[config.mk]
export PLATFORM = sky130hd
export DESIGN_NAME = feedback_tracker
export DESIGN_NICKNAME = d
export VERILOG_FILES = /design/src/rtl/feedback_pkg.sv /design/src/rtl/feedback_tracker_alu.sv /design/src/rtl/feedback_tracker.sv
export SDC_FILE = /design/constraint.sdc
export NUM_CORES = 1
export LEC_CHECK = 0
export BUFFER_PORTS_ARGS = -buffer_cell sky130_fd_sc_hd__buf_2
export CELL_PAD_IN_SITES_DETAIL_PLACEMENT = 1
export CELL_PAD_IN_SITES_GLOBAL_PLACEMENT = 1
export CORE_UTILIZATION = 40
export CTS_BUF_LIST = sky130_fd_sc_hd__clkbuf_4 sky130_fd_sc_hd__clkbuf_8
export CTS_CLUSTER_SIZE = 40
export DETAILED_ROUTE_END_ITERATION = 12
export GPL_ROUTABILITY_DRIVEN = 0
export PLACE_DENSITY_LB_ADDON = 0.1
export SLEW_MARGIN = 20
export SYNTH_ARGS = -nofsm -noshare
export SYNTH_HDL_FRONTEND = slang
export SYNTH_SLANG_ARGS = --single-unit
[constraint.sdc]
create_clock -name system1000 -period 8.5 [get_ports system1000]
set_clock_uncertainty 0.15 [all_clocks]
set_input_delay 1.7 -clock system1000 [delete_from_list [all_inputs] [get_ports system1000]]
set_output_delay 1.7 -clock system1000 [all_outputs]
set_load 0.005 [all_outputs]
[src/rtl/feedback_pkg.sv]
// Shared definitions for the feedback_tracker block.
//   MODE_TRACK / MODE_ACC : encoding of the 'mode' input
//   clog2                 : ceiling log2 used to size index and shift ports
//   sat_or_wrap           : folds a wide signed result back into a WIDTH-bit
//                           range, either clamping or keeping the low bits
package feedback_pkg;

    localparam logic MODE_TRACK = 1'b0;
    localparam logic MODE_ACC   = 1'b1;

    // Smallest r with 2**r >= value (0 for value <= 1).
    function automatic int clog2(input int value);
        int result;
        result = 0;
        for (int i = 0; i < 31; i++) begin
            if ((1 << i) < value) begin
                result = i + 1;
            end
        end
        return result;
    endfunction

    // The result is returned sign-extended to 64 bits; callers keep the low
    // 'width' bits. Width-independent so one function serves every instance.
    function automatic logic signed [63:0] sat_or_wrap(
        input logic signed [63:0] value,
        input int                 width,
        input int                 saturate
    );
        logic signed [63:0] max_v;
        logic signed [63:0] min_v;
        logic signed [63:0] result;
        max_v = (64'sd1 <<< (width - 1)) - 64'sd1;
        min_v = -(64'sd1 <<< (width - 1));
        if (saturate != 0 && value > max_v) begin
            result = max_v;
        end else if (saturate != 0 && value < min_v) begin
            result = min_v;
        end else begin
            // Drop the bits above 'width' and re-extend from the new sign bit.
            result = (value <<< (64 - width)) >>> (64 - width);
        end
        return result;
    endfunction

endpackage

[src/rtl/feedback_tracker_alu.sv]
// Combinational update datapath shared by all channels.
//   i_state : current signed state of the selected channel
//   i_data  : signed sample
//   i_mode  : MODE_TRACK (move toward sample) or MODE_ACC (integrate sample)
//   i_k     : gain exponent, clamped to MAX_SHIFT
//   o_r     : unbounded next state at WIDTH+2 bits
//   o_ovf   : o_r does not fit in the signed WIDTH range
module feedback_tracker_alu
    import feedback_pkg::*;
#(
    parameter int WIDTH     = 8,
    parameter int MAX_SHIFT = 7,
    parameter int KW        = 3
) (
    input  logic signed [WIDTH-1:0] i_state,
    input  logic signed [WIDTH-1:0] i_data,
    input  logic                    i_mode,
    input  logic [KW-1:0]           i_k,
    output logic signed [WIDTH+1:0] o_r,
    output logic                    o_ovf
);

    logic signed [WIDTH:0] w_s_ext;
    logic signed [WIDTH:0] w_d_ext;
    logic signed [WIDTH:0] w_e;
    logic signed [WIDTH:0] w_d;
    logic [KW-1:0]         w_k;

    assign w_s_ext = {i_state[WIDTH-1], i_state};
    assign w_d_ext = {i_data[WIDTH-1], i_data};

    // A WIDTH+1 bit difference of two WIDTH-bit values cannot overflow.
    assign w_e = (i_mode == MODE_ACC) ? w_d_ext : (w_d_ext - w_s_ext);

    assign w_k = (int'(i_k) > MAX_SHIFT) ? KW'(MAX_SHIFT) : i_k;

    // Arithmetic shift floors toward -inf, so -1 >>> k stays -1.
    assign w_d = w_e >>> w_k;

    assign o_r = {w_s_ext[WIDTH], w_s_ext} + {w_d[WIDTH], w_d};

    // The top three bits must agree for the value to fit in WIDTH bits.
    // Used for both modes; tracking results simply never trip it.
    assign o_ovf = (o_r[WIDTH+1:WIDTH-1] != 3'b000) &&
                   (o_r[WIDTH+1:WIDTH-1] != 3'b111);

endmodule

[src/rtl/feedback_tracker.sv]
// Multi-channel first-order feedback loop (smoother / integrator).
//   system1000, system1000_rstn : clock, async active-low reset
//   in_valid, in_ch, in_data    : sample strobe, channel, signed sample
//   mode, k_shift               : update mode and gain exponent per sample
//   clear                       : zero every channel state (wins over in_valid)
//   ovf_clr                     : zero the sticky overflow flags
//   out_valid, out_ch, out_data : one-cycle result strobe, channel, new state
//   ovf                         : sticky per-channel overflow flags
//
// Handshake: there is no ready. A sample is taken on any rising edge where
// in_valid=1, clear=0 and in_ch < CHANNELS; the matching result appears with
// out_valid=1 for exactly one cycle after that edge. out_ch/out_data hold
// their last values whenever out_valid=0.
module feedback_tracker
    import feedback_pkg::*;
#(
    parameter int WIDTH     = 8,
    parameter int CHANNELS  = 1,
    parameter int MAX_SHIFT = 7,
    parameter int SATURATE  = 1,
    localparam int CW = (CHANNELS > 1) ? clog2(CHANNELS) : 1,
    localparam int KW = (MAX_SHIFT > 0) ? clog2(MAX_SHIFT + 1) : 1
) (
    input  logic                    system1000,
    input  logic                    system1000_rstn,
    input  logic                    in_valid,
    input  logic [CW-1:0]           in_ch,
    input  logic signed [WIDTH-1:0] in_data,
    input  logic                    mode,
    input  logic [KW-1:0]           k_shift,
    input  logic                    clear,
    input  logic                    ovf_clr,
    output logic                    out_valid,
    output logic [CW-1:0]           out_ch,
    output logic signed [WIDTH-1:0] out_data,
    output logic [CHANNELS-1:0]     ovf
);

    logic signed [WIDTH-1:0] r_state [CHANNELS];

    logic                    w_in_range;
    logic                    w_accept;
    logic [CW-1:0]           w_idx;
    logic signed [WIDTH-1:0] w_s;
    logic signed [WIDTH+1:0] w_r;
    logic                    w_ovf;
    logic signed [WIDTH-1:0] w_new;
    logic [CHANNELS-1:0]     w_ovf_set;

    assign w_in_range = (int'(in_ch) < CHANNELS);
    assign w_accept   = in_valid && w_in_range && !clear;

    // Out-of-range indices never reach the array.
    assign w_idx = w_in_range ? in_ch : '0;

    // Read straight from the array so a sample right after a write to the
    // same channel sees the new value.
    assign w_s = r_state[w_idx];

    feedback_tracker_alu #(
        .WIDTH     (WIDTH),
        .MAX_SHIFT (MAX_SHIFT),
        .KW        (KW)
    ) u_alu (
        .i_state (w_s),
        .i_data  (in_data),
        .i_mode  (mode),
        .i_k     (k_shift),
        .o_r     (w_r),
        .o_ovf   (w_ovf)
    );

    assign w_new = WIDTH'(sat_or_wrap(64'(w_r), WIDTH, SATURATE));

    always_comb begin
        w_ovf_set = '0;
        if (w_accept && w_ovf) begin
            w_ovf_set[w_idx] = 1'b1;
        end
    end

    always_ff @(posedge system1000 or negedge system1000_rstn) begin
        if (!system1000_rstn) begin
            for (int i = 0; i < CHANNELS; i++) begin
                r_state[i] <= '0;
            end
            out_valid <= 1'b0;
            out_ch    <= '0;
            out_data  <= '0;
        end else if (clear) begin
            for (int i = 0; i < CHANNELS; i++) begin
                r_state[i] <= '0;
            end
            out_valid <= 1'b0;
        end else if (w_accept) begin
            r_state[w_idx] <= w_new;
            out_valid      <= 1'b1;
            out_ch         <= in_ch;
            out_data       <= w_new;
        end else begin
            out_valid <= 1'b0;
        end
    end

    // A new overflow outranks ovf_clr on its own channel.
    always_ff @(posedge system1000 or negedge system1000_rstn) begin
        if (!system1000_rstn) begin
            ovf <= '0;
        end else begin
            ovf <= (ovf_clr ? '0 : ovf) | w_ovf_set;
        end
    end

endmodule
==> Word-level counts from Yosys, hierarchy flattened <==
Cells that the tools add are included.
{ "totals": {"latch_bits": 0, "ram_bits": 0, "register_bits": 19, "mem_count": 0, "romBits": 0, "elab_cells": 39, "in_bits": 18} }
{ "op_classes": {"n_mul": 0, "add_sub_neg": 2, "n_eq_ne": 1, "mux": 14, "n_lt_le_gt_ge": 5, "bitwise_logic": 2, "div_mod_pow": 0, "shift": 1, "reduce_logical": 9} }
{ "op_table": {"columns": ["operator", "count"], "rows": [
  ["$mux 8", 6],
  ["$add 8x9->10", 1],
  ["$gt 10x8->1 const B", 1],
  ["$lt 10x8->1 const B", 1],
  ["$mux 9", 1],
  ["$sshr 9x3->9", 1],
  ["$sub 8x8->9", 1],
  ["$bwmux 8", 1],
  ["$mux 1", 6],
  ["$logic_and 1x1->1", 5],
  ["$ne 3x3->1 const B", 1],
  ["$reduce_bool 3->1", 1],
  ["$lt 1x1->1 const B", 2],
  ["$reduce_and 2->1", 1],
  ["$reduce_bool 2->1", 1],
  ["$ge 1x1->1 const B", 1],
  ["$logic_not 1->1", 1],
  ["$not 1->1", 1],
  ["$or 1x1->1", 1]
]} }

==> Longest topological paths before layout <==
Gate-level depths: netlist (run 1).
{ "depth": {"depth_word": 14, "depth_mapped": 20, "depth_no_buf": 20} }

==> Hierarchy <==
A second synthesis (run 1) with hierarchy kept.
{ "hier_totals": {"hier_cells": 256, "area_unflattened_um2": 2093.3} }
{ "modules_own_cells": {"columns": ["module", "cells_per_inst", "area_each_um2", "instances", "seq_area_each_um2"], "rows": [
  ["feedback_tracker_alu", 192, 1377.6, 1, 0.0],
  ["feedback_tracker", 64, 715.7, 1, 475.5]
]} }

==> Worst setup path before layout (run 1) <==
OpenSTA, ideal clock, no wires.
{ "synth_timing": {"path_kind": "input-to-reg", "start": "input in_data[0]", "end": "register out_data[2]", "arrival_ns": 5.319, "path_stages": 19, "setup_ns": 0.132, "n_path_buf": 0, "setup_slack_ns": 2.899, "cell_sequence": "inv_1 > ha_1 > fa_1 > nand2b_1 > a211oi_2 > nor2_1 > xnor2_1 > mux2i_2 > o311ai_2 > a22o_1 > ha_1 > inv_1 > fa_1 > nand2b_1 > a211oi_1 > o311ai_1 > a21o_1 > a31oi_1 > o21ai_1"} }
{ "synth_between": {"elab_chain_len": 7, "word_cells_on_any_way": 8, "cone_classes": "add/sub: 2; order compare: 2; shift: 1; mux: 3"} }
{ "synth_rtl": {"columns": ["element", "line", "text"], "rows": [
  ["start, declared", "feedback_tracker.sv:28", "input logic signed [WIDTH-1:0] in_data,"],
  ["$sub 8x8->9", "feedback_tracker_alu.sv:33", "assign w_e = (i_mode == MODE_ACC) ? w_d_ext : (w_d_ext - w_s_ext);"],
  ["$mux 9 *", "feedback_tracker_alu.sv:33", null],
  ["$sshr 9x3->9 *", "feedback_tracker_alu.sv:38", "assign w_d = w_e >>> w_k;"],
  ["$add 8x9->10 *", "feedback_tracker_alu.sv:40", "assign o_r = {w_s_ext[WIDTH], w_s_ext} + {w_d[WIDTH], w_d};"],
  ["$lt 10x8->1", "feedback_pkg.sv:37", "end else if (saturate != 0 && value < min_v) begin"],
  ["$mux 8", "feedback_pkg.sv:37", null],
  ["$mux 8 *", "feedback_pkg.sv:35", "if (saturate != 0 && value > max_v) begin"],
  ["end signal, assigned", "feedback_tracker.sv:99", "out_data <= w_new;"],
  ["end, declared", "feedback_tracker.sv:35", "output logic signed [WIDTH-1:0] out_data,"]
]} }
Mark *: on every way between the ends. The rest lies on a longest branch, timed or not.
A chain may end at the register's enable or synchronous reset.

==> Final worst setup path (run 1) <==
{ "layout_timing": {"start": "input in_data[0]", "end": "register r_state[2] in the netlist's numbering"} }
{ "layout_between": {"elab_chain_len": 10, "word_cells_on_any_way": 11, "cone_classes": "add/sub: 2; order compare: 2; shift: 1; mux: 6"} }
{ "layout_rtl": {"columns": ["element", "line", "text"], "rows": [
  ["$sub 8x8->9", "feedback_tracker_alu.sv:33", null],
  ["$mux 9 *", "feedback_tracker_alu.sv:33", null],
  ["$sshr 9x3->9 *", "feedback_tracker_alu.sv:38", null],
  ["$add 8x9->10 *", "feedback_tracker_alu.sv:40", null],
  ["$lt 10x8->1", "feedback_pkg.sv:37", null],
  ["$mux 8", "feedback_pkg.sv:37", null],
  ["$mux 8 *", "feedback_pkg.sv:35", null],
  ["$bwmux 8 *", "feedback_tracker.sv:96", "r_state[w_idx] <= w_new;"],
  ["$mux 8 *", "feedback_tracker.sv:95", "end else if (w_accept) begin"],
  ["$mux 8 *", "feedback_tracker.sv:90", "end else if (clear) begin"],
  ["end signal, assigned by index", "feedback_tracker.sv:96", null],
  ["end, declared", "feedback_tracker.sv:39", "logic signed [WIDTH-1:0] r_state [CHANNELS];"]
]} }
Mark *: on every way between the ends. The rest lies on a longest branch, timed or not. The select of a mux whose other input is x is not followed.

==> flow_metrics.tcl, run 1 <==
set metrics [dict create \
    status "finished clean" \
    rrSetupSlack_ns 3.68 \
    drt-total-wl_mm 5.06 \
    maxSlewViolCount 0 \
    stdcell_count 330 \
    hold_path_startpoint "out_data[3]" \
    dp_hpwl_mm 4.20 \
    cp-start-kind "input port" \
    synth_nets 275 \
    clockPowerShare_pct 14.5 \
    cts_made_buffers 3 \
    reg2reg_depth 19 \
    synth_xor_xnor_area_share_pct 3.51 \
    worstMarginPinSlew_ns 0.869 \
    ir_drop_v 0.000155 \
    synthAdderAreaFrac_pct 12.7 \
    path_clk_slew_ns 0.07 \
    grt_max_degree 27 \
    vias 1813 \
    grt_pass1_wl_mm 8.61 \
    combPwrFrac_pct 57.6 \
    wl_per_cell_um 15.3 \
    cp.required_ns 8.51 \
    crit_arrival_ns 5.97 \
    cts_sinks 19 \
    clk_root_buffer_cell "clkbuf_8" \
    netSwitchingPower_mw 0.193 \
    grt_pass1_vias 1889 \
    nFillCells 605 \
    grt_usage_pct 20.7 \
    gr-total-overflow 0 \
    setup_tns_ns 0 \
    hold_end "out_data[3]" \
    port_buffers 28 \
    intPower_mw 0.259 \
    rsz0062_at_grt "no" \
    yosys.area_share.simple_pct 15.4 \
    min_path_type "reg2reg" \
    insertedDiodeCount 0 \
    placedCellCount 326 \
    dieArea_um2 5280 \
    avgSynthCellArea_um2 8.39 \
    r2r-end "r_state[2]" \
    antenna_found_initial 0 \
    viasPerCell 5.49 \
    leakagePower_nw 1.03 \
    yosys_most_used_dff "dfrtp_1" \
    initial_utilization_pct 42.0 \
    period_minus_slack_ns 5.96 \
    finalPower_mw 0.451 \
    fin_crit_sh_pct 70.1 \
    synth_mux_area_share_pct 8.77 \
    firstDrtPassIters 4 \
    cts_resized 0 \
    synth_top_family_by_area "compound AO/OA/AOI/OAI gates" \
    cts_tree "built" \
    netSwitchingFraction_pct 42.7 \
    rows 25 \
    drt_iter0_drc 60 \
    ys_seq_area_share_pct 23.8 \
    crit_path_end_kind "flip-flop" \
    synth_seq_cells 19 \
    critical_path_class "in2reg" \
    yosysUniqueCellTypes 55 \
    post-route-util_pct 46.8 \
    seqPwrFrac_pct 27.9 \
    hold_path_depth 2 \
    slew-limit-headroom_pct 41.9 \
    synth_compound_area_share_pct 30.1 \
    postCtsSetupBuffers 0 \
    cellPowerDensity_nw_per_um2 203 \
    ios 29 \
    yosysWarnings 0 \
    fin_nets 301 \
    cts-hold-fix-buffers 0 \
    drc 0 \
    syn-cell-area_um2 2000 \
    clockBufferDepth 2 \
    clock.fmax_mhz 168 \
    hold_viol_final 0 \
    design.core.area_um2 4750 \
    syn_inst 238 \
    synth_edf_count 0 \
    drv_cap 0 \
    ctsHtreeMaxLevel 1 \
    layout-drive-gt1-share_pct 18.6 \
    cp_max_fo 8 \
    r2r_start "r_state[0]" \
    area_delta_synth_final_pct 11.5 \
    whs_ns 0.344 \
    setup_viol 0 \
    async_reset_ff_share_pct 100 \
    clock_latency_ns 0.25 \
    drtAntennaViolNets 0 \
    die_w_um 72.7 \
    fp.dieH_um 72.7 \
]
[synth_stat cells (all sizes together) (3+ instances only)]
library cell | number | share of area, %
a21o | 6 | 2.3
a211oi | 6 | 2.5
o21ai | 28 | 7.0
clkbuf | 3 | 0.56
inv | 19 | 3.6
nand3 | 7 | 1.8
nand2b | 6 | 1.9
o311ai | 4 | 2.1
ha | 17 | 11
xnor2 | 7 | 3.1
nor2 | 14 | 2.6
buf | 4 | 1.6
o211ai | 3 | 1.4
dfrtp | 19 | 24
a21boi | 4 | 1.5
o21a | 6 | 2.3
mux2i | 8 | 4.8
nand2 | 27 | 5.1
a21oi | 17 | 4.3
mux2 | 3 | 1.7
[flip-flops by register name, indices dropped and copies added, names as in the netlist]
signal	flops
ovf	1
out_valid	1
out_data	8
r_state	8
out_ch	1
[area by class of cell]
type / instances / area (um^2) / area share, %
Clock buffer: 4 / 48.8 / 2.19
Timing Repair Buffer: 28 / 140 / 6.30
Multi-Input combinational cell: 193 / 1410 / 63.2
Sequential cell: 19 / 475 / 21.4
Tap cell: 67 / 83.8 / 3.77
Inverter: 19 / 71.3 / 3.20
[per-stage QoR]
stage / setup slack [ns] / cell area [um^2]
final: 2.54 / 2230
after global routing: 2.13 / 2230
after CTS: 2.52 / 2230
after detailed placement: 2.26 / 2180
after global placement: 2.43 / 2180
after floorplan: 2.90 / 2000
[cells by family (layout without fill, tap and decap cells)]
family                     after synthesis  after routing
muxes                                   13             13
xor gates and xnor gates                 8              8
buffers and inverters                   26             51
DFF                                     19             19
and+or+nand+nor                         65             65
AOI/OAI and AO/OA                       88             88
adders and majority gates               19             19
[placed cells by master, fill, tap and decap left out, types with 2 or more instances in the layout]
master | netlist | routed
inv_1 | 16 | 16
fa_1 | 2 | 2
nand4_1 | 2 | 2
mux4_2 | 2 | 2
dfrtp_1 | 19 | 19
o21ai_1 | 21 | 21
a31oi_1 | 2 | 2
clkbuf_8 | 0 | 3
o21ai_0 | 7 | 7
a21o_1 | 6 | 6
o311ai_1 | 3 | 3
xnor2_1 | 7 | 7
buf_2 | 2 | 28
nand2_1 | 27 | 27
o21a_1 | 6 | 6
a21oi_1 | 17 | 17
a21boi_1 | 4 | 4
a211oi_1 | 5 | 5
nand3_1 | 7 | 7
mux2_2 | 2 | 2
mux2i_1 | 6 | 6
nor2_1 | 14 | 14
inv_2 | 3 | 3
o211ai_1 | 2 | 2
nor3_1 | 2 | 2
ha_1 | 17 | 17
nand2b_1 | 6 | 6
[routing by layer]
metal,vias to the layer above,global-route usage (%),share of wire (%)
met2,25,37.6,50
met3,6,0.967,1.5
li1,918,-,-
met4,0,5.66,1.3
met1,864,26.8,47
met5,-,0,0
[how the worst max path moves through the flow]
| stage | cells past startpoint | endpoint | start | slack, ns |
|---|---|---|---|---|
| 2_1_floorplan | 19 | out_data[2] | in_data[0] | 2.90 |
| 4_1_cts | 21 | r_state[2] | in_data[0] | 2.52 |
| 3_5_place_dp | 21 | r_state[2] | in_data[0] | 2.26 |
| 6_report | 21 | r_state[2] | in_data[0] | 2.54 |
| 5_1_grt | 21 | out_data[2] | in_data[0] | 2.13 |
| 3_3_place_gp | 20 | out_data[2] | in_data[0] | 2.43 |
[power groups by stage]
| stage | logic [mW] | registers [mW] | clock network (mW) |
|---|---|---|---|
| finish | 0.260 | 0.126 | 0.0657 |
| global route | 0.291 | 0.128 | 0.0707 |
| CTS | 0.262 | 0.126 | 0.0685 |
| detailed placement | 0.260 | 0.127 | 0 |
| global placement | 0.256 | 0.126 | 0 |
| floorplan | 0.191 | 0.126 | 0 |
[worst max-delay path, cell delays in order]
cell      delay, ns
buf_2          0.07
inv_1          0.04
ha_1           0.24
fa_1           0.42
nand2b_1       0.20
a211oi_2       0.25
nor2_1         0.09
xnor2_1        0.25
mux2i_2        0.15
o311ai_2       0.27
a22o_1         0.19
ha_1           0.19
inv_1          0.07
fa_1           0.38
nand2b_1       0.21
a211oi_1       0.32
nand3_1        0.13
o311ai_1       0.15
a21o_1         0.31
a31oi_1        0.16
o21ai_1        0.16
(Power assumes the default switching activity.)
==> inputs of run 2 (changes only) <==
==> constraint.sdc (replaced) <==
create_clock -name system1000 -period 5 [get_ports system1000]
set_clock_uncertainty 0.15 [all_clocks]
set_input_delay 1 -clock system1000 [delete_from_list [all_inputs] [get_ports system1000]]
set_output_delay 1 -clock system1000 [all_outputs]
set_load 0.005 [all_outputs]
==> run 2 against run 1 <==
Against the previous run: hold slack got worse by 0.011 ns; sequential power increased by 71%; core utilization increased by 6.7 points; clock-buffer cell count decreased by 1; setup slack got worse by 2.4 ns; critical path depth decreased by 1; wire length increased by 12%; combinational power increased by 130%; non-clock buffer count increased by 17; final cell count increased by 5.2%; total power increased by 110%; critical path type unchanged; largest cell class unchanged.
==> flow_metrics.tcl, run 2 (same netlist as run 1, synthesis figures left out) <==
set metrics [dict create \
    cp_common_cell "a21oi_2" \
    worstMarginPinSlew_ns 0.898 \
    dieArea_um2 5280 \
    stdcell_count 347 \
    drtAntennaViolNets 0 \
    path_clk_slew_ns 0.07 \
    grt_max_degree 27 \
    drt-total-wl_mm 5.69 \
    clockBufferDepth 2 \
    crit_arrival_ns 4.81 \
    placedCellCount 341 \
    slew-limit-headroom_pct 40.0 \
    ios 29 \
    leakagePower_nw 1.15 \
    cp-start-kind "input port" \
    period_minus_slack_ns 4.86 \
    clk_root_buffer_cell "clkbuf_8" \
    layout_common_cells "28 x buf_2, 27 x nand2_1, 19 x dfrtp_1" \
    setup_viol 0 \
    cts_sinks 19 \
    wl_per_cell_um 16.4 \
    cp_cell_sequence "buf_2, inv_1, ha_2, fa_2, nand2b_4, a211oi_4, nor2_2, xnor2_2, mux2i_2, buf_4, a21boi_1, mux2_2, ha_1, a21oi_2, nand2_1, a31oi_4, o311ai_4, a21o_4, a21oi_2, o21ai_1" \
    fin_crit_sh_pct 97.2 \
    whs_ns 0.333 \
    drt_iter0_drc 52 \
    die_w_um 72.7 \
    layout-drive-gt1-share_pct 33.2 \
    antenna_found_initial 0 \
    clock_latency_ns 0.25 \
    grt_usage_pct 22.4 \
    clock.fmax_mhz 206 \
    reg_top3 "out_data: 8 flops, r_state: 8 flops" \
    status "finished clean" \
    fin_nets 318 \
    cellPowerDensity_nw_per_um2 366 \
    cp.required_ns 4.95 \
    cts-hold-fix-buffers 0 \
    area_delta_synth_final_pct 27.3 \
    multi_input_area_um2 1600 \
    nFillCells 583 \
    ctsHtreeMaxLevel 1 \
    min_path_type "reg2reg" \
    finish.instance_area_um2 2540 \
    dpl_cell_area_um2 2290 \
    cts_tree "built" \
    grt_pass1_wl_mm 9.20 \
    gr-total-overflow 0 \
    port_buffers 28 \
    setup_tns_ns 0 \
    design.core.area_um2 4750 \
    crit_path_end_kind "flip-flop" \
    critical_path_class "in2reg" \
    drc 0 \
    dp_hpwl_mm 4.53 \
    firstDrtPassIters 4 \
    cp_max_fo 8 \
    regArea_um2 475 \
    crit_path_top_delay_cell "ha_1" \
    viasPerCell 5.50 \
    final_common_cell "buf_2" \
    hold_viol_final 0 \
    slowest_delay_ns 0.37 \
    vias 1908 \
    grt_pass1_vias 1991 \
    drv_cap 0 \
    post-route-util_pct 53.5 \
    insertedDiodeCount 0 \
    rows 25 \
    fp.dieH_um 72.7 \
    maxSlewViolCount 0 \
    ir_drop_v 0.000309 \
    initial_utilization_pct 42.0 \
    cts_made_buffers 3 \
]
[run 2: power breakdown]
part	switching (mW)	internal, mW
clock	0.0515	0.0561
sequential	0.0259	0.190
combinational	0.333	0.274
[run 2: area by class of cell]
cell class / count / area share (%)
inverter: 19 / 2.81
sequential: 19 / 18.7
multi-input combinational: 193 / 62.7
timing repair buffer: 45 / 10.5
tap: 67 / 3.30
clock inverter: 1 / 0.295
clock buffer: 3 / 1.62
[run 2: stage by stage]
stage | power [mW] | setup WS (ns)
finish | 0.929 | 0.140
detailed placement | 0.701 | -0.355
CTS | 0.823 | 0.0171
global route | 0.997 | -0.0189
floorplan | 0.540 | 0.0989
global placement | 0.693 | -0.138
[run 2: path summary, 6_finish.rpt]
check / start / endpoint / slack (ns) / cells after the start
worst max-delay path: in_data[0] / out_data[6] / 0.14 / 20
worst min-delay path: out_data[0] / out_data[0] / 0.33 / 2
worst max register to register: r_state[0] / out_data[6] / 0.55 / 18
worst min register to register: out_data[0] / out_data[0] / 0.33 / 2
max in group asynchronous: system1000_rstn / r_state[6] / 3.89 / 1
min in group asynchronous: system1000_rstn / out_data[2] / 0.52 / 1
[run 2: what timing repair did]
item,CTS,global route
pin swaps,0,11
resized for setup,4,32
setup endpoints to repair,12,15
buffers inserted,0,2
[run 2: routing by layer]
layer	wire length, um	vias up	GRT usage (%)	share of wire [%]
li1	-	951	-	-
met1	2460	918	27.1	43
met2	3010	28	41.8	53
met3	86	11	0.967	1.5
met4	125	0	8.50	2.2
met5	0	-	0	0
[run 2: critical path, delay by kind of cell]
family / cells / cell delay, ns
AOI/OAI and AO/OA: 8 / 1.54
adders and majority gates: 3 / 0.91
muxes: 2 / 0.51
and+or+nand+nor: 3 / 0.43
buffers and inverters: 3 / 0.27
xor gates and xnor gates: 1 / 0.15
==> inputs of run 3 (changes only) <==
--- a/config.mk
+++ b/config.mk
@@ -5,16 +5,18 @@
 export SDC_FILE = /design/constraint.sdc
 export NUM_CORES = 1
 export LEC_CHECK = 0
-export BUFFER_PORTS_ARGS = -buffer_cell sky130_fd_sc_hd__buf_2
 export CELL_PAD_IN_SITES_DETAIL_PLACEMENT = 1
 export CELL_PAD_IN_SITES_GLOBAL_PLACEMENT = 1
 export CORE_UTILIZATION = 40
 export CTS_BUF_LIST = sky130_fd_sc_hd__clkbuf_4 sky130_fd_sc_hd__clkbuf_8
 export CTS_CLUSTER_SIZE = 40
 export DETAILED_ROUTE_END_ITERATION = 12
+export DONT_BUFFER_PORTS = 1
 export GPL_ROUTABILITY_DRIVEN = 0
 export PLACE_DENSITY_LB_ADDON = 0.1
+export RECOVER_POWER = 25
 export SLEW_MARGIN = 20
 export SYNTH_ARGS = -nofsm -noshare
 export SYNTH_HDL_FRONTEND = slang
+export SYNTH_HIERARCHICAL = 1
 export SYNTH_SLANG_ARGS = --single-unit
==> run 3 against run 2 <==
Against the previous run: critical path depth did not move; via count up 7.5%; non-clock buffer count fell by 15; global-route usage is 0.55 points higher; hold slack got worse by 0.049 ns; clock power is 4% higher; maximum frequency down 0.33%; first-iteration DRC count increased by 50%; sequential power rose by 6%.
==> flow_metrics.tcl, run 3 <==
set metrics [dict create \
    status "finished clean" \
    gr-total-overflow 0 \
    wl_per_cell_um 17.3 \
    synth.area.top_cells "dfrtp_1 23%, ha_1 11%, nor2_1 5.0%" \
    cts-hold-fix-buffers 0 \
    ios 29 \
    cts_sinks 19 \
    viasPerCell 5.89 \
    critical_path_class "in2reg" \
    use_met1_pct 33.7 \
    grt_usage_pct 22.9 \
    nFillCells 613 \
    setup_viol 0 \
    layout_setup_ws_ns 0.123 \
    ir_drop_v 0.000236 \
    cts_tree "built" \
    maxSlewViolCount 0 \
    syn_inst 256 \
    dp_hpwl_mm 4.85 \
    clockBufferDepth 2 \
    crit_arrival_ns 4.91 \
    layout_common_cells "30 x buf_4, 27 x nor2_1, 21 x nand2_1" \
    die_w_um 74.3 \
    dpl_cell_area_um2 2360 \
    post-route-util_pct 52.0 \
    clk_root_buffer_cell "clkbuf_8" \
    cp-start-kind "input port" \
    synth_top_area_share_pct 22.7 \
    antenna_found_initial 0 \
    cp_max_fo 7 \
    fin_crit_sh_pct 97.5 \
    layout-drive-gt1-share_pct 26.0 \
    place_ws_ns -0.340 \
    yosysUniqueCellTypes 60 \
    area_delta_synth_final_pct 21.2 \
    min_path_type "in2async" \
    grtUsageMet2_pct 36.9 \
    insertedDiodeCount 0 \
    synth_nets 294 \
    firstDrtPassIters 4 \
    avgSynthCellArea_um2 8.18 \
    rows 25 \
    clock.fmax_mhz 205 \
    cts_made_buffers 3 \
    synth_top_area_cell "dfrtp_1" \
    drtAntennaViolNets 0 \
    use_met3_pct 4.07 \
    crit_path_end_kind "flip-flop" \
    clock_latency_ns 0.25 \
    ctsHtreeMaxLevel 1 \
    reg_top3 "out_data: 8 flops, r_state: 8 flops" \
    finish.instance_area_um2 2540 \
    yosysMostFrequentCell "nor2_1" \
    fp.dieH_um 74.3 \
    drc 0 \
    hold_viol_final 0 \
    regArea_um2 475 \
    synth_edf_count 0 \
    grt_pass1_wl_mm 9.80 \
    yosys_most_used_dff "dfrtp_1" \
    period_minus_slack_ns 4.88 \
    final_common_cell "buf_4" \
    drv_cap 0 \
    synth_seq_cells 19 \
    initial_utilization_pct 42.9 \
    syn-cell-area_um2 2090 \
    drt-total-wl_mm 6.02 \
    leakagePower_nw 1.09 \
    async_reset_ff_share_pct 100 \
    cp.required_ns 5.04 \
    rsz0062_at_grt "yes" \
    port_buffers 0 \
    cellPowerDensity_nw_per_um2 334 \
    ys_seq_area_share_pct 22.7 \
    grt_max_degree 22 \
    slew-limit-headroom_pct 44.5 \
    setup_tns_ns 0 \
    fin_nets 320 \
    yosysWarnings 6 \
    design.core.area_um2 4880 \
    multi_input_area_um2 1630 \
    gr-max-usage-layer "met2" \
    grt_pass1_vias 1999 \
    path_clk_slew_ns 0.07 \
    drt_iter0_drc 78 \
    dieArea_um2 5530 \
    worstMarginPinSlew_ns 0.833 \
    ys_top_cells_by_count "28 x nor2_1, 21 x nand2_1, 19 x dfrtp_1, 18 x ha_1, 18 x inv_1" \
    vias 2051 \
]
[run 3: logic make-up (layout without fill, tap and decap cells)]
logic type,Yosys count,count (layout),share of synthesized area [%]
flip-flops,19,19,22.7
AO/OA/AOI/OAI,86,87,29.2
XOR/XNOR,10,10,4.18
adder cells (fa/ha/maj),20,20,12.7
multiplexers,14,14,7.65
buffers and inverters,29,53,5.86
AND/OR/NAND/NOR,78,78,17.7
[run 3: per-stage QoR]
stage / std cells / hold WS, ns / total power [mW]
2_1_floorplan: 256 / 0.320 / 0.544
3_3_place_gp: 342 / 0.343 / 0.680
3_5_place_dp: 342 / 0.349 / 0.692
4_1_cts: 347 / 0.277 / 0.812
5_1_grt: 348 / 0.264 / 0.918
6_report: 348 / 0.284 / 0.848
[run 3: what timing repair did]
| action | 4_1_cts | 5_1_grt |
|---|---|---|
| endpoints found under the setup margin | 14 | 15 |
| cloned | 1 | 0 |
| pin swaps | 3 | 12 |
| resized for setup | 3 | 29 |
| setup buffers | 0 | 1 |
[run 3: final cells by class]
| class | count | area share (%) |
|---|---|---|
| flip-flops and latches | 19 | 18.7 |
| inverters | 19 | 3.01 |
| multi-input cells | 209 | 64.2 |
| well taps | 67 | 3.30 |
| repair buffers | 30 | 8.88 |
| clock buffers | 4 | 1.92 |
[run 3: power breakdown]
| part | internal (mW) | leakage (nW) | total, mW | switching (mW) |
|---|---|---|---|---|
| clock network | 0.0620 | 0.0262 | 0.112 | 0.0496 |
| registers | 0.193 | 0.250 | 0.228 | 0.0348 |
| logic | 0.233 | 0.813 | 0.508 | 0.275 |
[run 3: final timing paths]
check / from / end / slack (ns) / cells past startpoint
worst max-delay path: in_data[0] / out_data[1] / 0.12 / 20
min in group system1000: out_data[0] / out_data[0] / 0.36 / 2
max in group asynchronous: system1000_rstn / out_data[4] / 4.34 / 0
worst min register to register: out_data[0] / out_data[0] / 0.36 / 2
worst min-delay path: system1000_rstn / r_state[4] / 0.28 / 0
worst max register to register: r_state[0] / out_data[1] / 0.39 / 19
[run 3: per-layer routing]
layer | vias to the layer above | share of wire (%) | wire, um
met1 | 1019 | 51 | 3070
met4 | 0 | 0 | 0
met2 | 35 | 45 | 2740
li1 | 997 | - | -
met5 | - | 0 | 0
met3 | 0 | 3.5 | 211
[run 3: critical path: stages]
cell and delay, ns:
inv_6 0.02, ha_4 0.15, fa_2 0.34, nand2b_4 0.19, a21oi_4 0.17, xor2_1 0.21
o2111ai_2 0.15, mux2_4 0.30, mux2i_2 0.17, ha_2 0.22, inv_2 0.04, fa_2 0.32
nand3b_1 0.20, a311oi_2 0.33, nor3_2 0.06, o21bai_1 0.17, xor2_1 0.27, nand2_1 0.17
a21o_4 0.29, o21ai_2 0.13
